===== src/rtl/spi_rx_pkg.sv =====
// Shared types and default sizes for the SPI packet receiver.
package spi_rx_pkg;

   localparam int PACKET_SIZE = 24;
   localparam int NUM_TRACKS  = 1;

   typedef struct packed {
      logic [15:0] pitch;
      logic [7:0]  amplitude;
   } track_cmd_t;

   typedef enum logic [1:0] {IDLE, SHIFT, CHECK} rx_state_t;

endpackage


===== src/rtl/spi_packet_rx_if.sv =====
// SPI link pins plus the committed-packet outputs of spi_packet_rx.
interface spi_packet_rx_if #(
   parameter int PACKET_SIZE = spi_rx_pkg::PACKET_SIZE,
   parameter int NUM_TRACKS  = spi_rx_pkg::NUM_TRACKS
) ();

   logic                              cs;
   logic                              sck;
   logic                              sdi;
   logic                              sdo;
   logic [PACKET_SIZE*NUM_TRACKS-1:0] packet;
   logic                              packet_valid;
   logic                              frame_error;
   logic                              busy;

   modport master (output cs, sck, sdi,
                   input  sdo, packet, packet_valid, frame_error, busy);
   modport slave  (input  cs, sck, sdi,
                   output sdo, packet, packet_valid, frame_error, busy);

endinterface


===== src/rtl/sync_edge.sv =====
// Multi-flop synchronizer with rise/fall pulses from one extra delay flop.
module sync_edge #(
   parameter int SYNC_STAGES = 2
) (
   input  logic clk,
   input  logic i_d,
   output logic o_level,
   output logic o_rise,
   output logic o_fall
);

   logic [SYNC_STAGES-1:0] r_sync;
   logic                   r_dly;

   // No reset: the chain tracks the pin during reset so a level held across
   // reset release does not look like a fresh edge.
   always_ff @(posedge clk) begin
      r_sync <= {r_sync[SYNC_STAGES-2:0], i_d};
      r_dly  <= r_sync[SYNC_STAGES-1];
   end

   assign o_level = r_sync[SYNC_STAGES-1];
   assign o_rise  =  o_level & ~r_dly;
   assign o_fall  = ~o_level &  r_dly;

endmodule


===== src/rtl/spi_packet_rx.sv =====
// SPI control-packet receiver: deserialize MSB-first, length-check, atomic commit.
// Optional echo of the previous packet on sdo when SPI_RX_ECHO_EN is defined.
module spi_packet_rx #(
   parameter int NUM_TRACKS  = spi_rx_pkg::NUM_TRACKS,
   parameter int PACKET_SIZE = spi_rx_pkg::PACKET_SIZE,
   parameter int SYNC_STAGES = 2
) (
   input  logic             clk,
   input  logic             reset,
   spi_packet_rx_if.slave   bus
);

   import spi_rx_pkg::*;

   localparam int TOTAL = PACKET_SIZE * NUM_TRACKS;
   localparam int CW    = $clog2(TOTAL + 1);

   logic w_cs_lvl, w_cs_rise, w_cs_fall;
   logic w_sck_lvl, w_sck_rise, w_sck_fall;
   logic w_sdi, w_sdi_rise, w_sdi_fall;

   sync_edge #(.SYNC_STAGES(SYNC_STAGES)) u_cs (
      .clk(clk), .i_d(bus.cs), .o_level(w_cs_lvl), .o_rise(w_cs_rise), .o_fall(w_cs_fall));
   sync_edge #(.SYNC_STAGES(SYNC_STAGES)) u_sck (
      .clk(clk), .i_d(bus.sck), .o_level(w_sck_lvl), .o_rise(w_sck_rise), .o_fall(w_sck_fall));
   sync_edge #(.SYNC_STAGES(SYNC_STAGES)) u_sdi (
      .clk(clk), .i_d(bus.sdi), .o_level(w_sdi), .o_rise(w_sdi_rise), .o_fall(w_sdi_fall));

   logic [4:0] w_unused_edges;
   assign w_unused_edges = {w_cs_lvl, w_sck_lvl, w_sdi_rise, w_sdi_fall, w_sck_fall};

   rx_state_t        r_state;
   logic [TOTAL-1:0] r_shift;
   logic [TOTAL-1:0] r_packet;
   logic [CW-1:0]    r_count;
   logic             r_ovf;
   logic             r_cs_pend;
   logic             r_valid;
   logic             r_err;
   logic             r_busy;
   logic             w_start;

   assign w_start = (r_state == IDLE) && (w_cs_rise || r_cs_pend);

   always_ff @(posedge clk) begin
      if (reset) begin
         r_state   <= IDLE;
         r_shift   <= '0;
         r_packet  <= '0;
         r_count   <= '0;
         r_ovf     <= 1'b0;
         r_cs_pend <= 1'b0;
         r_valid   <= 1'b0;
         r_err     <= 1'b0;
         r_busy    <= 1'b0;
      end else begin
         r_valid <= 1'b0;
         r_err   <= 1'b0;
         case (r_state)
            IDLE: begin
               if (w_start) begin
                  r_state   <= SHIFT;
                  r_shift   <= '0;
                  r_count   <= '0;
                  r_ovf     <= 1'b0;
                  r_cs_pend <= 1'b0;
                  r_busy    <= 1'b1;
               end
            end
            SHIFT: begin
               // cs fall takes priority over a coincident sck rise
               if (w_cs_fall) begin
                  r_state <= CHECK;
               end else if (w_sck_rise) begin
                  if (r_count < CW'(TOTAL)) begin
                     r_shift <= {r_shift[TOTAL-2:0], w_sdi};
                     r_count <= r_count + CW'(1);
                  end else begin
                     r_ovf <= 1'b1;
                  end
               end
            end
            CHECK: begin
               if (r_count == CW'(TOTAL) && !r_ovf) begin
                  r_packet <= r_shift;
                  r_valid  <= 1'b1;
               end else begin
                  r_err <= 1'b1;
               end
               if (w_cs_rise) r_cs_pend <= 1'b1;
               r_state <= IDLE;
               r_busy  <= 1'b0;
            end
            default: r_state <= IDLE;
         endcase
      end
   end

   assign bus.packet       = r_packet;
   assign bus.packet_valid = r_valid;
   assign bus.frame_error  = r_err;
   assign bus.busy         = r_busy;

`ifdef SPI_RX_ECHO_EN
   logic [TOTAL-1:0] r_echo;

   always_ff @(posedge clk) begin
      if (reset) begin
         r_echo <= '0;
      end else if (w_start) begin
         r_echo <= r_packet;
      end else if (r_state == SHIFT && w_sck_fall) begin
         r_echo <= {r_echo[TOTAL-2:0], 1'b0};
      end
   end

   assign bus.sdo = (r_state == SHIFT) & r_echo[TOTAL-1];
`else
   assign bus.sdo = 1'b0;
`endif

endmodule


===== src/flat_wrapper.sv =====
// flat-port wrapper written by rule: the top's interface ports become plain ports
module spi_packet_rx_flat import spi_rx_pkg::*;
#(
   parameter int NUM_TRACKS  = spi_rx_pkg::NUM_TRACKS,
   parameter int PACKET_SIZE = spi_rx_pkg::PACKET_SIZE,
   parameter int SYNC_STAGES = 2
)
  (clk, reset, bus_cs, bus_sck, bus_sdi, bus_sdo, bus_packet, bus_packet_valid, bus_frame_error, bus_busy);
  spi_packet_rx_if #(.PACKET_SIZE(PACKET_SIZE), .NUM_TRACKS(NUM_TRACKS)) bus_i ();
  input  logic clk;
  input  logic reset;
  input wire logic [$bits(bus_i.cs)-1:0] bus_cs;
  input wire logic [$bits(bus_i.sck)-1:0] bus_sck;
  input wire logic [$bits(bus_i.sdi)-1:0] bus_sdi;
  output wire logic [$bits(bus_i.sdo)-1:0] bus_sdo;
  output wire logic [$bits(bus_i.packet)-1:0] bus_packet;
  output wire logic [$bits(bus_i.packet_valid)-1:0] bus_packet_valid;
  output wire logic [$bits(bus_i.frame_error)-1:0] bus_frame_error;
  output wire logic [$bits(bus_i.busy)-1:0] bus_busy;
  assign bus_i.cs = bus_cs;
  assign bus_i.sck = bus_sck;
  assign bus_i.sdi = bus_sdi;
  assign bus_sdo = bus_i.sdo;
  assign bus_packet = bus_i.packet;
  assign bus_packet_valid = bus_i.packet_valid;
  assign bus_frame_error = bus_i.frame_error;
  assign bus_busy = bus_i.busy;
  spi_packet_rx #(.NUM_TRACKS(NUM_TRACKS), .PACKET_SIZE(PACKET_SIZE), .SYNC_STAGES(SYNC_STAGES)) u_core (.clk(clk), .reset(reset), .bus(bus_i));
endmodule

===== config.mk =====
export PLATFORM = sky130hd
export DESIGN_NAME = spi_packet_rx_flat
export DESIGN_NICKNAME = d
export VERILOG_FILES = /design/src/rtl/spi_rx_pkg.sv /design/src/rtl/spi_packet_rx_if.sv /design/src/rtl/sync_edge.sv /design/src/rtl/spi_packet_rx.sv /design/src/flat_wrapper.sv
export SDC_FILE = /design/constraint.sdc
export NUM_CORES = 1
export LEC_CHECK = 0
export ABC_AREA = 1
export CAP_MARGIN = 5
export CORE_MARGIN = 2
export CORE_UTILIZATION = 50
export CTS_CLUSTER_DIAMETER = 120
export DETAILED_ROUTE_END_ITERATION = 6
export PLACE_DENSITY_LB_ADDON = 0.08
export SLEW_MARGIN = 40
export SYNTH_ARGS = -nofsm -noshare
export SYNTH_HDL_FRONTEND = slang
export SYNTH_SLANG_ARGS = --single-unit

===== constraint.sdc =====
create_clock -name clk -period 1.8 [get_ports clk]
set_clock_uncertainty 0.2 [all_clocks]
set_input_delay 0.36 -clock clk [delete_from_list [all_inputs] [get_ports clk]]
set_output_delay 0.36 -clock clk [all_outputs]
set_load 0.02 [all_outputs]

==> reports/results.txt, run 1 <==
GRT Util Overall = 19.1%
Yosys reg bits = 68
Most frequent cells after synthesis = 68 x dfxtp_1, 56 x a21oi_1, 55 x inv_1, 53 x nand2_1, 36 x nor2_1
HP Start = u_core.u_sdi.r_sync[0]
CTS buffer count = 9
Vias/cell = 4.89
Initial Utilization = 52.5%
Final Hold Viols = 0
Post-Synthesis Cells = 365
Layout cells sized above 1 = 8.02%
Worst path bufs/invs = 1
Worst-path fanout max = 2
Max cap viols = 0
Total Wirelength = 5300 um
Vias in the first global route = 2107
Initial DRC Count = 155
PwrDens = 912 nW/um^2
Synth Cell Area = 2740 um^2
Hold Path Class = register to register
Synth async-reset ratio = 0%
Max Slew Vio Count = 0
Fin util = 62.3%
Ports = 33
YS warnings = 0
DRC Markers = 0
Yosys top cell by area = dfxtp_1
Mean area per synthesized cell = 7.49 um^2
Hold slack = 0.129 ns
Pre-antenna DRT Iters = 4
Top cells by area, synth = dfxtp_1 50%, a21oi_1 10%, inv_1 7.5%, nand2_1 7.3%, nand3_1 5.9%
Die Area = 6080 um^2
Synthesized Nets = 372
Clock insertion delay at the later pin of the skew report = 0.34 ns
Post-route design area = 3240 um^2
Routability cong. = 0.778
Worst Reg-to-Reg Cells = 8
WP data required = 1.24 ns
Largest net degree at the start of global routing = 40
First-pass GRT wire length = 9320 um
CP Capture Type = output pin
Fill cells = 491
Row count = 26
Port Buf Inserts = 31
Die X = 78.0 um
Pleak = 1.33 nW
Reg2reg setup slack = 0.23 ns
Fmax = 634 MHz
Slowest stage delay, CP = 0.34 ns
Multi-input gate area in the final layout = 996 um^2
R2R Path End = u_core.bus.packet[5]
Hold path cells = 0
CTS tree = built
DR vias = 2294
Drt wl/cell = 11.3 um
CP top delay family = flip-flops
Setup violators final = 0
Post-synth EDFFs = 0
Core area = 5200 um^2
Layout Area Growth over Synthesis = 18.5%
Hold-fix buffers at CTS = 0
Fin Setup TNS = 0 ns
Top FF cell, synth = dfxtp_1
GRT overflow = 0
Post-CTS sizing = 27
CTS max path bufs = 2
Clock sink count = 68
Setup CP Type = register to output pin
Yosys cell types = 21
Ant diodes = 0
Register Area = 1360 um^2
Maximum vdd drop = 0.536 mV
Share of the synthesized area in the top cell type = 49.8%
Number of H-tree levels = 3
Startpoint Class = register
Worst-path clk slew = 0.07 ns
CP Cell Sequence = dlygate4sd2_1
Critical-path top delay cell = dfxtp_1
CP Data Arrival Time = 1.02 ns
Crit Reg-Reg Startpoint = u_core.r_count[0]
Sequential element share of the synthesized area = 49.8%
RSZ-0062 raised after global routing = false
Area after DPL = 3110 um^2
Final nets = 401
Detailed Place HPWL = 3280 um
Worst hold endpoint = u_core.u_sdi.r_sync[1]
Final period utilization = 87.6%
Setup Fix Bufs, Post-CTS = 0
Root Buffer = clkbuf_8
Antenna violations before repair = 0
Status = finished, final reports clean
Min cycle time layout = 1.58 ns
ANT nets after route = 0
Die height = 78.0 um
Most frequent cell after synthesis = dfxtp_1
==> metal layers <==
| metal | part of all wire, % | track usage, % | routed length [um] |
|---|---|---|---|
| met1 | 49 | 24.8 | 2610 |
| met2 | 44 | 30.6 | 2340 |
| met3 | 5.0 | 3.84 | 263 |
| met4 | 1.5 | 8.95 | 78 |
| met5 | 0 | 0 | 0 |
==> metrics by stage <==
stage	std cells	setup WS [ns]	power, W
floorplan	365	0.310	0.00182
global placement	453	0.228	0.00189
detailed placement	453	0.205	0.00190
CTS	469	0.209	0.00298
global route	469	0.0471	0.00308
finish	469	0.224	0.00296
==> power by group <==
group	internal, W	switching, W	total (W)
Clock	0.000533	0.000562	0.00110
Combinational	0.000101	0.000183	0.000284
Sequential	0.00155	0.0000279	0.00158
==> cell families (layout without fill, tap and decap cells) <==
| group | after synthesis | count (layout) | share of synthesized area, % |
|---|---|---|---|
| other | 1 | 1 | 0.137 |
| flip-flops | 68 | 68 | 49.8 |
| buffers and inverters | 82 | 116 | 13.8 |
| AO/OA/AOI/OAI | 84 | 84 | 15.6 |
| AND/OR/NAND/NOR | 128 | 128 | 19.8 |
| adder cells (fa/ha/maj) | 2 | 2 | 0.915 |
==> worst max-delay path by stage <==
stage,depth (start not counted),from,end,slack [ns]
5_1_grt,6,u_core.r_count[3],u_core.bus.packet[5],0.05
2_1_floorplan,8,u_core.r_count[0],u_core.bus.packet[16],0.31
3_3_place_gp,5,reset,u_core.bus.packet[5],0.23
6_report,1,u_core.bus.packet[11],bus_packet[11],0.22
4_1_cts,1,u_core.bus.packet[11],bus_packet[11],0.21
3_5_place_dp,5,reset,u_core.bus.packet[5],0.21
==> state kept, by name, indices dropped and copies added, names as in the netlist <==
name / flops
u_core.r_cs_pend: 1
u_core.u_cs.r_dly: 1
u_core.r_ovf: 1
u_core.bus.frame_error: 1
u_core.r_shift: 24
u_core.u_sck.r_dly: 1
u_core.u_cs.r_sync: 2
u_core.r_state: 2
u_core.bus.packet: 24
u_core.u_sck.r_sync: 2
u_core.r_count: 5
u_core.bus.busy: 1
u_core.u_sdi.r_sync: 2
u_core.bus.packet_valid: 1
==> worst register-to-register path, stage by stage, from the launching register on <==
cell and delay, ns:
dfxtp_1 0.31, inv_1 0.06, ha_1 0.15, inv_1 0.04, nor2_1 0.11, nand3_1 0.13
buf_12 0.19, o21ai_0 0.21, a21oi_1 0.06
==> layout by cell type (no fill, tap or decap) <==
cell type | synthesis | final
dfxtp_1 | 68 | 68
a21oi_1 | 56 | 56
inv_1 | 55 | 55
nand2_1 | 53 | 53
nor2_1 | 36 | 36
nand3_1 | 32 | 32
dlygate4sd2_1 | 0 | 27
o21ai_0 | 26 | 26
clkbuf_8 | 0 | 10
buf_4 | 2 | 7
clkdlybuf4s50_1 | 0 | 4
buf_12 | 0 | 4
inv_2 | 3 | 3
nand2_2 | 2 | 2
nor3_1 | 2 | 2
ha_1 | 2 | 2
clkinvlp_4 | 0 | 2
clkinv_2 | 0 | 2
clkbuf_1 | 7 | 2
nor2_4 | 1 | 1
o21ai_2 | 1 | 1
nand4_1 | 1 | 1
and3_1 | 1 | 1
o211ai_1 | 1 | 1
conb_1 | 1 | 1
==> cell type report <==
type / count / area share (%)
Sequential cell: 68 / 42.0
Multi-Input combinational cell: 215 / 30.7
Timing Repair Buffer: 42 / 12.6
Inverter: 58 / 6.72
Clock buffer: 12 / 4.48
Tap cell: 70 / 2.70
Clock inverter: 4 / 0.772
Power figures use the tool's default switching activity.
==> inputs of run 2 (changes only) <==
- CTS_BUF_LIST: default -> sky130_fd_sc_hd__clkbuf_8
==> reports/results.txt, run 2 (synthesized netlist as in run 1, its figures left out) <==
Pre-antenna DRT Iters = 4
Pint = 0.00217 W
Startpoint Class = register
DRC Markers = 0
GRT Util Overall = 19.1%
Worst-path clk slew = 0.07 ns
Layout cells sized above 1 = 8.02%
Hold path cells = 0
Min cycle time layout = 1.59 ns
Detailed Place HPWL = 3280 um
Max Slew Vio Count = 0
Pleak = 1.34 nW
Root Buffer = clkbuf_8
Vias/cell = 4.85
Ant diodes = 0
Commonest non-fill, non-tap cell in the layout = dfxtp_1
Clock insertion delay at the later pin of the skew report = 0.34 ns
Most frequent cells in the layout = 68 x dfxtp_1, 57 x inv_1, 56 x a21oi_1, 53 x nand2_1, 36 x nor2_1
Hold-fix buffers at CTS = 0
DR vias = 2274
HP Start = u_core.u_sdi.r_sync[0]
CP Data Arrival Time = 1.61 ns
Routability cong. = 0.778
Layout Area Growth over Synthesis = 18.5%
Largest net degree at the start of global routing = 40
R2R Path End = u_core.bus.packet[5]
CTS buffer count = 9
Post-CTS sizing = 27
Fin Setup TNS = 0 ns
Drt wl/cell = 11.3 um
Row count = 26
WP data required = 1.82 ns
Setup violators final = 0
Clock sink count = 68
Final Power = 0.00294 W
Switching pwr = 0.000771 W
Worst Reg-to-Reg Cells = 8
Reg2reg setup slack = 0.21 ns
Hold Path Class = register to register
Initial Utilization = 52.5%
Die X = 78.0 um
Ports = 33
Total Wirelength = 5280 um
Port Buf Inserts = 31
Clock Power Share = 36.8%
Final Hold Viols = 0
PwrDens = 908 nW/um^2
Fmax = 630 MHz
Worst-path fanout max = 39
Logic gate share of total power = 9.6%
ANT nets after route = 0
Initial DRC Count = 144
CTS max path bufs = 2
Die height = 78.0 um
Die Area = 6080 um^2
Final nets = 401
RSZ-0062 raised after global routing = false
Sequential Power Share = 53.6%
CTS tree = built
Core area = 5200 um^2
Setup Fix Bufs, Post-CTS = 0
Vias in the first global route = 2107
Status = finished, final reports clean
First-pass GRT wire length = 9320 um
Switching Share = 26.2%
Setup CP Type = register to register
Antenna violations before repair = 0
Max cap viols = 0
GRT overflow = 0
Crit Reg-Reg Startpoint = u_core.r_count[0]
Worst hold endpoint = u_core.u_sdi.r_sync[1]
CP Capture Type = register
Final period utilization = 88.2%
Maximum vdd drop = 0.535 mV
Number of H-tree levels = 3
run 2: cell types whose count changed in the layout (fill, tap and decap cells not counted):
| cell | previous run | this run |
|---|---|---|
| inv_1 | 55 | 57 |
| clkbuf_1 | 2 | 0 |
run 2: per-layer routing:
| layer | part of all wire (%) | GRT usage, % | vias up |
|---|---|---|---|
| met5 | 0 | 0 | - |
| met4 | 1.8 | 8.95 | 0 |
| met3 | 3.9 | 3.84 | 8 |
| met2 | 43 | 30.6 | 49 |
| met1 | 52 | 24.8 | 1012 |
| li1 | - | - | 1205 |
run 2: power groups by stage:
stage	Sequential (W)	Clock, W	Combinational, W
after floorplan	0.00161	0	0.000213
after global placement	0.00161	0	0.000283
after detailed placement	0.00161	0	0.000285
after CTS	0.00158	0.00111	0.000285
after global routing	0.00158	0.00117	0.000324
final	0.00158	0.00108	0.000284
run 2: through the flow:
stage	instances	area [um^2]	setup WS, ns	hold slack [ns]	util, %
4_1_cts	469	3240	0.208	0.132	62.3
6_report	469	3240	0.213	0.129	62.3
5_1_grt	469	3240	0.0471	0.138	62.3
3_3_place_gp	453	3110	0.228	0.112	59.7
3_5_place_dp	453	3110	0.205	0.115	59.7
2_1_floorplan	365	2740	0.310	0.110	-
run 2: worst max-delay path, stage by stage, from the launching register on:
cell and delay [ns]:
dfxtp_1 0.31, inv_1 0.07, ha_1 0.14, inv_1 0.04
nor2_1 0.11, nand3_1 0.13, buf_12 0.19, o21ai_0 0.21
a21oi_1 0.06
run 2: final cells by class:
class	count	area (um^2)
Fill cell	491	1960
Sequential cell	68	1360
Multi-Input combinational cell	215	996
Timing Repair Buffer	42	409
Inverter	58	218
Clock buffer	10	138
Tap cell	70	87.6
Clock inverter	6	32.5
run 2: worst max path at each step:
stage / startpoint / endpoint / slack, ns / cells past startpoint
3_3_place_gp: reset / u_core.bus.packet[5] / 0.23 / 5
6_report: u_core.r_count[0] / u_core.bus.packet[5] / 0.21 / 8
3_5_place_dp: reset / u_core.bus.packet[5] / 0.21 / 5
5_1_grt: u_core.r_count[3] / u_core.bus.packet[5] / 0.05 / 6
2_1_floorplan: u_core.r_count[0] / u_core.bus.packet[16] / 0.31 / 8
4_1_cts: u_core.bus.packet[11] / bus_packet[11] / 0.21 / 1
